`src/rtl/genius_pkg.sv`:
```
// Shared definitions for the colour-sequence player: FSM encoding, widths,
// default phase lengths and the colour-to-lamp decoder.
package genius_pkg;

  localparam int COLOR_W     = 2;
  localparam int LAMP_W      = 4;
  localparam int TIMER_W     = 8;
  localparam int ON_CYC_DEF  = 8;
  localparam int OFF_CYC_DEF = 4;

  typedef enum logic [2:0] {
    ST_IDLE  = 3'd0,
    ST_FETCH = 3'd1,
    ST_ON    = 3'd2,
    ST_OFF   = 3'd3,
    ST_DONE  = 3'd4
  } state_t;

  // Debug view of the player's internal state.
  typedef struct packed {
    state_t               state;
    logic [COLOR_W-1:0]   color;
  } dbg_t;

  // Colour index to one-hot lamp drive (0->0001 ... 3->1000).
  function automatic logic [LAMP_W-1:0] onehot(input logic [COLOR_W-1:0] c);
    logic [LAMP_W-1:0] r;
    r    = '0;
    r[c] = 1'b1;
    return r;
  endfunction

endpackage

```
`src/rtl/seq_timer.sv`:
```
// 8-bit loadable down-counter. tc_o is high while the count is zero, so a
// load of V produces a phase that lasts V+1 cycles.
module seq_timer
  import genius_pkg::*;
(
  input  logic               clk_i,
  input  logic               r_i,
  input  logic               load_i,
  input  logic [TIMER_W-1:0] value_i,
  output logic               tc_o
);

  logic [TIMER_W-1:0] count;

  // Load has priority over counting; the counter parks at zero.
  always_ff @(posedge clk_i) begin
    if (r_i) begin
      count <= '0;
    end else if (load_i) begin
      count <= value_i;
    end else if (count != '0) begin
      count <= count - 1'b1;
    end
  end

  assign tc_o = (count == '0);

endmodule

```
`src/rtl/seq_player.sv`:
```
// Plays round_i+1 colours from an external combinational sequence memory.
// Each colour takes one FETCH cycle, ON_CYC lit cycles and OFF_CYC dark
// cycles; a one-cycle done_o pulse follows the last dark period.
// Handshake: start_i is a level sampled only in IDLE; busy_o is high from the
// cycle after acceptance until the player is back in IDLE, so a new start is
// accepted only when busy_o is low. abort_i cancels any non-IDLE state.
module seq_player
  import genius_pkg::*;
#(
  parameter int N       = 4,
  parameter int ON_CYC  = ON_CYC_DEF,
  parameter int OFF_CYC = OFF_CYC_DEF
) (
  input  logic               clk_i,
  input  logic               r_i,
  input  logic               start_i,
  input  logic               abort_i,
  input  logic [N-1:0]       round_i,
  output logic [N-1:0]       addr_o,
  input  logic [COLOR_W-1:0] data_i,
  output logic [LAMP_W-1:0]  led_o,
  output logic               busy_o,
  output logic               done_o,
  output dbg_t               dbg_o
);

  localparam logic [TIMER_W-1:0] ON_LOAD  = TIMER_W'(ON_CYC - 1);
  localparam logic [TIMER_W-1:0] OFF_LOAD = TIMER_W'(OFF_CYC - 1);

  state_t               state;
  logic [N-1:0]         idx;
  logic [N-1:0]         len;
  logic [COLOR_W-1:0]   color;
  logic                 tmr_load;
  logic [TIMER_W-1:0]   tmr_value;
  logic                 tmr_tc;

  seq_timer u_timer (
    .clk_i   (clk_i),
    .r_i     (r_i),
    .load_i  (tmr_load),
    .value_i (tmr_value),
    .tc_o    (tmr_tc)
  );

  // Reload the timer on the edge that enters ON (leaving FETCH) or OFF.
  always_comb begin
    tmr_load  = 1'b0;
    tmr_value = ON_LOAD;
    if (state == ST_FETCH) begin
      tmr_load  = 1'b1;
      tmr_value = ON_LOAD;
    end else if (state == ST_ON && tmr_tc) begin
      tmr_load  = 1'b1;
      tmr_value = OFF_LOAD;
    end
  end

  // Playback FSM with registered lamp, busy and done outputs.
  always_ff @(posedge clk_i) begin
    if (r_i) begin
      state  <= ST_IDLE;
      idx    <= '0;
      len    <= '0;
      color  <= '0;
      led_o  <= '0;
      busy_o <= 1'b0;
      done_o <= 1'b0;
    end else if (abort_i && state != ST_IDLE) begin
      state  <= ST_IDLE;
      idx    <= '0;
      led_o  <= '0;
      busy_o <= 1'b0;
      done_o <= 1'b0;
    end else begin
      case (state)
        ST_IDLE: begin
          done_o <= 1'b0;
          if (start_i) begin
            len    <= round_i;
            idx    <= '0;
            busy_o <= 1'b1;
            state  <= ST_FETCH;
          end
        end
        ST_FETCH: begin
          color <= data_i;
          led_o <= onehot(data_i);
          state <= ST_ON;
        end
        ST_ON: begin
          if (tmr_tc) begin
            led_o <= '0;
            state <= ST_OFF;
          end
        end
        ST_OFF: begin
          if (tmr_tc) begin
            if (idx == len) begin
              done_o <= 1'b1;
              state  <= ST_DONE;
            end else begin
              idx   <= idx + 1'b1;
              state <= ST_FETCH;
            end
          end
        end
        ST_DONE: begin
          done_o <= 1'b0;
          busy_o <= 1'b0;
          idx    <= '0;
          state  <= ST_IDLE;
        end
        default: begin
          led_o  <= '0;
          busy_o <= 1'b0;
          done_o <= 1'b0;
          idx    <= '0;
          state  <= ST_IDLE;
        end
      endcase
    end
  end

  assign addr_o      = idx;
  assign dbg_o.state = state;
  assign dbg_o.color = color;

endmodule

```
`config.mk`:
```
export PLATFORM = sky130hd
export DESIGN_NAME = seq_player
export DESIGN_NICKNAME = d
export VERILOG_FILES = /design/src/rtl/genius_pkg.sv /design/src/rtl/seq_timer.sv /design/src/rtl/seq_player.sv
export SDC_FILE = /design/constraint.sdc
export NUM_CORES = 1
export LEC_CHECK = 0
export BUFFER_PORTS_ARGS = -buffer_cell sky130_fd_sc_hd__clkbuf_2
export CAP_MARGIN = 25
export CORE_ASPECT_RATIO = 1.4
export CORE_MARGIN = 2
export CORE_UTILIZATION = 35
export CTS_CLUSTER_DIAMETER = 80
export DETAILED_ROUTE_END_ITERATION = 16
export SLEW_MARGIN = 20
export SYNTH_ARGS = -nofsm -noshare
export SYNTH_HDL_FRONTEND = slang
export SYNTH_SLANG_ARGS = --single-unit
```
`constraint.sdc`:
```
create_clock -name clk_i -period 1.75 [get_ports clk_i]
set_input_delay 0.0875 -clock clk_i [delete_from_list [all_inputs] [get_ports clk_i]]
set_output_delay 0.0875 -clock clk_i [all_outputs]
set_load 0.005 [all_outputs]
```
Word-level counts from Yosys, hierarchy flattened
Index checks and enable logic that the tools add are counted.
- register bits: 27
- bits in latches: 0
- RAM bits: 0
- memory bits (read-only): 0
- input port bits: 10
- logic and storage cells: 69
- memories: 0
- $add $sub $neg: 2
- multiply operators: 0
- divide/modulo/power cells: 0
- magnitude comparators: 2
- eq/ne operators: 10
- shift-type cells: 0
- multiplexer cells: 24
- bitwise logic cells: 4
- reduce and logical (&&, ||, !) cells: 19
- operators by type and width (cell ; count):
    case mux 4 bit (3 select lines) ; 2
    two-way mux 3 bit ; 6
    two-way mux 4 bit ; 4
    two-way mux 8 bit ; 2
    case mux 3 bit (4 select lines) ; 1
    != test 2 bit, second input constant ; 5
    AND reduction 3 bit ; 3
    zero test 8 bit ; 1
    nonzero test 8 bit ; 1
    subtractor 8 x 1 -> 8 bit, second input constant ; 1
    equality test 3 x 2 -> 1 bit, second input constant ; 2
    two-way mux 1 bit ; 6
    AND reduction 2 bit ; 3
    OR reduction 3 bit ; 2
    adder 4 x 1 -> 4 bit, second input constant ; 1
    equality test 4 bit ; 1
    NOT 1 bit ; 4
    case mux 1 bit (2 select lines) ; 2
    AND reduction 4 bit ; 1
    OR reduction 2 bit ; 2
    equality test 3 x 1 -> 1 bit, second input constant ; 1
    equality test 3 bit, second input constant ; 1
    logical AND 1 bit ; 3
    zero test 3 bit ; 1
    other kinds (5) ; 5

Longest topological paths before layout
Gate-level depths: netlist of run 1.
- depth after elaboration: 5
- gate-level depth with buffers: 7
- gate-level depth less buffers: 6

Hierarchy
A second synthesis of run 1 with hierarchy kept.
- cells, all modules: 162
- area total of the unflattened synthesis: 1432.6 µm²
- modules (own cells, without submodules) (module ; instances ; cells an instance ; area each (µm²) ; seq. area each (µm²)):
    seq_player ; 1 ; 109 ; 957.2 ; 380.4
    seq_timer ; 1 ; 53 ; 475.5 ; 160.2

Worst setup path after synthesis of run 1
No wires, ideal clock.
- path kind: reg2reg
- start: register u_timer.count[0]
- end: register u_timer.count[0]
- library setup time: 0.071 ns
- arrival time: 1.743 ns
- data required time: 1.679 ns
- slack: -0.063 ns
- stages on the path, launching flop included: 8
- path buffers: 1
- clock period less this slack: 1.813 ns
- cell sequence: dfxtp_1 > inv_1 > ha_1 > or4b_1 > clkbuf_1 > nor2_2 > mux2_2 > a21oi_1
- word-level cells in the longest chain between the ends: 5
- elaborated cells on any way between the ends: 9
- those cells by class: add/sub (1); mux (4); reduce/logical (4)
- RTL lines (element ; line ; text):
    start: declaration ; seq_timer.sv:13 ; logic [TIMER_W-1:0] count;
    start signal: assignment ; seq_timer.sv:20 ; count <= value_i;
    start signal: assignment ; seq_timer.sv:22 ; count <= count - 1'b1;
    parallel branches: the longest is 5 deep, another holds subtractor 8 x 1 -> 8 bit ; n/a ;
Several ways; the timed one is not identified. The select of a mux whose other input is x is not followed.
A chain may end at the register's enable or synchronous reset.

Worst setup path after layout of run 1
Ends and elaborated chain as after synthesis.

==> impl_metrics.csv, run 1 <==
group,metric,value,unit
floorplanning,row_count,27,
cells_and_area,area_growth,24.4,%
worst_hold_path,hp-class,"input port to register",
place,port_buffers,24,
clocking,clockRootBuffer,"clkbuf_8",
clocking,cts.path.max_buffers,2,
global_route,first_global_vias,1344,
timing,fin_crit,1.72,ns
setup_path,cp_max_fo,7,
clocking,cts_buffers,3,
logic_synthesis,netlist_instances,161,
worst_hold_path,min_to,"len[3]",
route,wirelength,3530,um
cells_and_area,layout-drive-gt1-share,0.328,
timing,setup_viol,0,
clocking,numClockSinks,27,
clocking,clock_latency,0.28,ns
floorplanning,die_h,78.9,um
global_route,grt_max_degree,16,
pwr,ir_drop,0.908,mV
clocking,cts_setup_buffers,0,
route,viasPerCell,5.51,
floorplanning,io_pins,25,
route,vias,1328,
setup_path,rr_worst_depth,6,
route,drt_iter0_markers,24,
timing,skew,0.00632,ns
timing,worst_pin_slew,0.334,ns
clocking,cts.clk_slew.worst_paths,0.10,ns
floorplanning,fp.dieArea,4540,um2
floorplanning,core_area,3880,um2
route,antenna_left,0,
logic_synthesis,ys_seq_area_frac,0.385,
logic_synthesis,ys_warn_count,0,
global_route,grt_overflow,0,
clocking,cts_tree,"built",
setup_path,rrSetupSlack,0.03,ns
clocking,htreeDepth,1,
logic_synthesis,synth-seq-cells,27,
setup_path,r2r_start,"u_timer.count[0]",
setup_path,r2r_end,"u_timer.count[0]",
cells_and_area,fin_nets,212,
logic_synthesis,syn_area,1400,um2
timing,finalHoldViolations,0,
pwr,power_density,1590,nW/um2
timing,maxSlewViolCount,0,
worst_hold_path,hold_start,"round_i[3]",
timing,rsz0062_at_grt,"true",
logic_synthesis,ys_types,44,
timing,max_freq,0.582,GHz
timing,post-route-period-util,0.982,
cells_and_area,fin_area,1740,um2
place,post_dp_cell_area,1670,um2
outcome,outcome,"finished clean",
setup_path,crit_required,1.97,ns
setup_path,critPathArrivalTime,1.94,ns
setup_path,cp-end-kind,"register",
setup_path,cp-start-kind,"register",
run,max-cap-violations,0,
logic_synthesis,syn_avg_cell_area,8.71,um2
clocking,holdBufCountCts,0,
route,drt_first_pass_iters,5,
global_route,antenna_found_initial,0,
global_route,grt_pass1_wl,5820,um
place,globalplace.congestion,0.798,
global_route,grt_usage,0.163,
logic_synthesis,ys_async_sr_fraction,0,
cells_and_area,num_antenna_cells,0,
timing,slew_headroom,0.777,
logic_synthesis,synth_ff_type,"dfxtp_1",
floorplanning,die_w,57.5,um
route,wire_per_inst,14.6,um
logic_synthesis,synth_edf_count,0,
floorplanning,start_util,0.361,
timing,hold-worst-slack,0.0418,ns
setup_path,critPathKind,"register to register",
logic_synthesis,synth_nets,174,
route,drc,0,
pwr,p_total,0.00277,W
worst_hold_path,holdPathStages,3,
place,hpwl,2720,um
pwr,p_leak,0.722,nW
-- repair_timing --
| action | 4_1_cts | 5_1_grt |
|---|---|---|
| gates cloned | 0 | 0 |
| endpoints found under the setup margin | 9 | 13 |
| gates resized for setup | 4 | 2 |
| pin swaps | 1 | 3 |
| endpoints found under the hold margin | 0 | 0 |
-- cell families after synthesis --
kind of cell	Yosys count	share of synthesized area
fa+ha+maj	3	0.0268
simple gates	58	0.225
buf+inv	19	0.0705
mux	8	0.0580
flops	27	0.385
xor+xnor	8	0.0500
compound gates	38	0.185
-- cells in the mapped netlist (all sizes together), types with 3 or more instances --
| cell type | count | area share |
|---|---|---|
| ha | 3 | 0.027 |
| o21ai | 5 | 0.018 |
| xnor2 | 6 | 0.037 |
| dfxtp | 27 | 0.39 |
| nor3b | 3 | 0.016 |
| a21oi | 14 | 0.050 |
| nand3 | 6 | 0.021 |
| nor3 | 10 | 0.036 |
| nand2 | 6 | 0.016 |
| inv | 10 | 0.027 |
| a31oi | 4 | 0.018 |
| buf | 5 | 0.033 |
| mux2i | 7 | 0.050 |
| nor2 | 16 | 0.045 |
| or3 | 3 | 0.017 |
| clkbuf | 4 | 0.011 |
-- area by class of cell --
cell class              count  area, um2
clock buffers               3       41.3
clock inverters             1       5.00
fillers                   396       2140
inverters                  10       37.5
multi-input cells         115        808
flip-flops and latches     27        543
well taps                  43       53.8
repair buffers             42        255
-- flip-flops by register name, summed over array words and instances, names as in the netlist --
signal and count:
u_timer.count 8, addr_o 4, led_o 4, len 4, state 3, color 2
busy_o 1, done_o 1
-- worst max-delay path: stages, from the launching register on --
cell and delay, ns:
dfxtp_2 0.34, inv_2 0.07, ha_4 0.14, or4b_4 0.53, nor2_4 0.15, mux2_4 0.31
a21oi_2 0.11
-- metrics by stage --
step | cells | setup TNS (ns) | setup WS (ns) | utilization
after floorplan | 161 | 0 | 0.00880 | -
after global placement | 237 | -0.100 | -0.0283 | 0.429
after detailed placement | 237 | -0.526 | -0.108 | 0.429
after CTS | 241 | 0 | 0.00720 | 0.446
after global routing | 241 | -0.0343 | -0.0204 | 0.449
final | 241 | 0 | 0.0322 | 0.449
-- worst max-delay path by stage --
stage / startpoint / end / slack [ns] / cells past startpoint
2_1_floorplan: u_timer.count[0] / u_timer.count[0] / 0.009 / 7
3_3_place_gp: u_timer.count[1] / addr_o[2] / -0.03 / 6
3_5_place_dp: u_timer.count[1] / addr_o[3] / -0.11 / 6
4_1_cts: u_timer.count[1] / u_timer.count[0] / 0.007 / 6
5_1_grt: u_timer.count[0] / u_timer.count[0] / -0.02 / 6
6_report: u_timer.count[0] / u_timer.count[0] / 0.03 / 6
-- routing by layer --
metal / part of all wire / track usage / up-vias / wire [um]
met5: 0 / 0 / - / 0
met4: 0.018 / 0.0721 / 0 / 63
met3: 0.031 / 0.0212 / 7 / 110
met2: 0.56 / 0.318 / 31 / 1980
met1: 0.39 / 0.164 / 640 / 1370
li1: - / - / 650 / -
-- power by group --
group,total [W],switching [W],leakage [nW],internal (W)
sequential,0.000868,0.000118,0.221,0.000750
clock,0.000365,0.000205,0.0255,0.000160
combinational,0.00154,0.000806,0.476,0.000733
-- cell usage in the layout (no fill, tap or decap), types with 3 or more instances in the layout --
| master | netlist | layout |
|---|---|---|
| dfxtp_1 | 27 | 25 |
| clkbuf_2 | 0 | 24 |
| buf_4 | 1 | 18 |
| nor2_1 | 15 | 15 |
| a21oi_1 | 14 | 13 |
| nor3_1 | 10 | 9 |
| inv_1 | 10 | 8 |
| mux2i_1 | 7 | 7 |
| nand2_1 | 6 | 6 |
| xnor2_1 | 6 | 6 |
| nand3_1 | 6 | 5 |
| o21ai_0 | 5 | 4 |
| a31oi_1 | 4 | 4 |
| nor3b_1 | 3 | 3 |
| clkbuf_8 | 0 | 3 |
(Power assumes the default switching activity.)
==> run 2: changes to the inputs <==
clock period = 1.48 ns   (was 1.75 ns; I/O delays follow)
==> run 2 against run 1 <==
Compared with the run above:
- the flow now finishes with violations (negative setup slack)
- sequential cell count is the same
- final cell count rose by 6.6%
- register-to-register slack worse by 0.24 ns
- critical path depth unchanged
- combinational power is 62% higher
- sequential power increased by 13%
- clock skew down 0.0025 ns
- first-iteration DRC count down 21%
- largest power group unchanged
- highest routed layer unchanged
==> impl_metrics.csv, run 2 (synthesis results as in run 1) <==
group,metric,value,unit
outcome,outcome,"complete, but fails checks",
outcome,violations,"negative setup slack",
place,pre_cts_slack,-0.360,ns
route,antenna_left,0,
cells_and_area,final_common_cell,"buf_4",
cells_and_area,fin_util,0.511,
clocking,clock_latency,0.27,ns
cells_and_area,area_growth,41.7,%
floorplanning,fp.dieArea,4540,um2
route,drt_iter0_markers,19,
global_route,grt_pass1_wl,6280,um
setup_path,critPathLaunch,"u_timer.count[1]",
timing,finalHoldViolations,0,
timing,post-route-period-util,1.14,
timing,hold-worst-slack,0.0408,ns
global_route,grt_usage,0.175,
setup_path,cp-end-kind,"register",
cells_and_area,num_antenna_cells,0,
route,wire_per_inst,14.6,um
place,hpwl,2890,um
global_route,antenna_found_initial,0,
setup_path,r2r_start,"u_timer.count[1]",
setup_path,critPathKind,"register to register",
clocking,cts_tree,"built",
place,port_buffers,24,
global_route,grt_overflow,0,
setup_path,critPathArrivalTime,1.90,ns
cells_and_area,regMostFlops,"u_timer.count",
cells_and_area,largest_reg_flops,8,
pwr,ir_drop,1.26,mV
clocking,htreeDepth,1,
place,post_dp_cell_area,1770,um2
timing,max_freq,0.592,GHz
cells_and_area,final_cell_mix,"buf_4 (30), dfxtp_1 (25), clkbuf_2 (24)",
route,drc,0,
setup_path,cp-start-kind,"register",
setup_path,rr_worst_depth,6,
setup_path,r2r_end,"u_timer.count[0]",
setup_path,crit_path_end,"u_timer.count[0]",
floorplanning,row_count,27,
floorplanning,die_h,78.9,um
route,viasPerCell,5.28,
worst_hold_path,hp-class,"input port to register",
clocking,clockRootBuffer,"clkbuf_8",
timing,fin_crit,1.69,ns
cells_and_area,layout-drive-gt1-share,0.444,
pwr,power_density,1970,nW/um2
global_route,grt_max_degree,16,
timing,worst_pin_slew,0.335,ns
cells_and_area,register_area,543,um2
setup_path,crit_required,1.69,ns
floorplanning,die_w,57.5,um
clocking,cts.clk_slew.worst_paths,0.09,ns
floorplanning,start_util,0.361,
place,globalplace.congestion,0.788,
timing,maxSlewViolCount,0,
pwr,p_total,0.00390,W
clocking,numClockSinks,27,
timing,skew,0.00384,ns
floorplanning,core_area,3880,um2
route,drt_first_pass_iters,4,
global_route,first_global_vias,1410,
run,max-cap-violations,0,
timing,rsz0062_at_grt,"true",
pwr,p_leak,0.827,nW
route,wirelength,3750,um
setup_path,cp_max_fo,6,
clocking,cts_buffers,3,
route,vias,1358,
floorplanning,io_pins,25,
setup_path,rrSetupSlack,-0.21,ns
timing,slew_headroom,0.774,
cells_and_area,multi_input_area,917,um2
timing,layout_setup_ws,-0.209,ns
clocking,cts.path.max_buffers,2,
cells_and_area,fin_nets,228,
cells_and_area,fin_area,1990,um2
cells_and_area,fill_cells,358,
timing,setup_viol,16,
run 2: changes by cell type in the layout (fill, tap and decap cells not counted), moves of 2 or more:
cell / before / now
a21oi_2: 1 / 5
nand3_2: 1 / 3
buf_4: 18 / 30
nor3_1: 9 / 7
buf_6: 0 / 4
a21oi_1: 13 / 9
nor3_2: 1 / 3
nand3_1: 5 / 1
nand3_4: 0 / 2
run 2: critical path, cell delays in order (launching register included):
cell	delay (ns)
dfxtp_2	0.34
inv_2	0.07
ha_4	0.13
or4b_4	0.52
nor2_4	0.15
mux2_4	0.32
a21oi_2	0.10
run 2: area by class of cell:
type / instances / area share
Clock buffer: 4 / 0.0227
Inverter: 10 / 0.0189
Multi-Input combinational cell: 115 / 0.462
Sequential cell: 27 / 0.273
Tap cell: 43 / 0.0271
Timing Repair Buffer: 58 / 0.196
run 2: worst min-delay path by stage:
stage               startpoint  endpoint  slack (ns)  depth (start not counted)
finish              round_i[1]    len[1]        0.04                          3
floorplan            data_i[0]  color[0]        0.21                          2
global route        round_i[2]    len[2]        0.05                          3
CTS                 round_i[3]    len[3]        0.04                          3
global placement    round_i[0]    len[0]        0.31                          3
detailed placement  round_i[2]    len[2]        0.33                          3
run 2: power by group:
part	internal [W]	switching [W]	leakage [nW]
logic	0.00124	0.00127	0.583
registers	0.000887	0.0000949	0.221
clock network	0.000193	0.000225	0.0228
run 2: per-stage QoR:
| stage | instances | setup TNS [ns] |
|---|---|---|
| after floorplan | 161 | -1.47 |
| after global placement | 248 | -2.67 |
| after detailed placement | 248 | -3.67 |
| after CTS | 256 | -2.54 |
| after global routing | 257 | -3.47 |
| final | 257 | -2.06 |
run 2: timing repair:
item	4_1_cts	5_1_grt
hold buffers	0	0
pin swaps	7	8
setup buffers	4	2
gates resized for setup	10	18
setup endpoints to repair	20	24
run 2: routing by layer:
layer,track usage,wire (um),up-vias
li1,-,-,677
met1,0.181,1420,651
met2,0.353,2180,25
met3,0.0228,116,5
met4,0.0465,35,0
met5,0,0,-
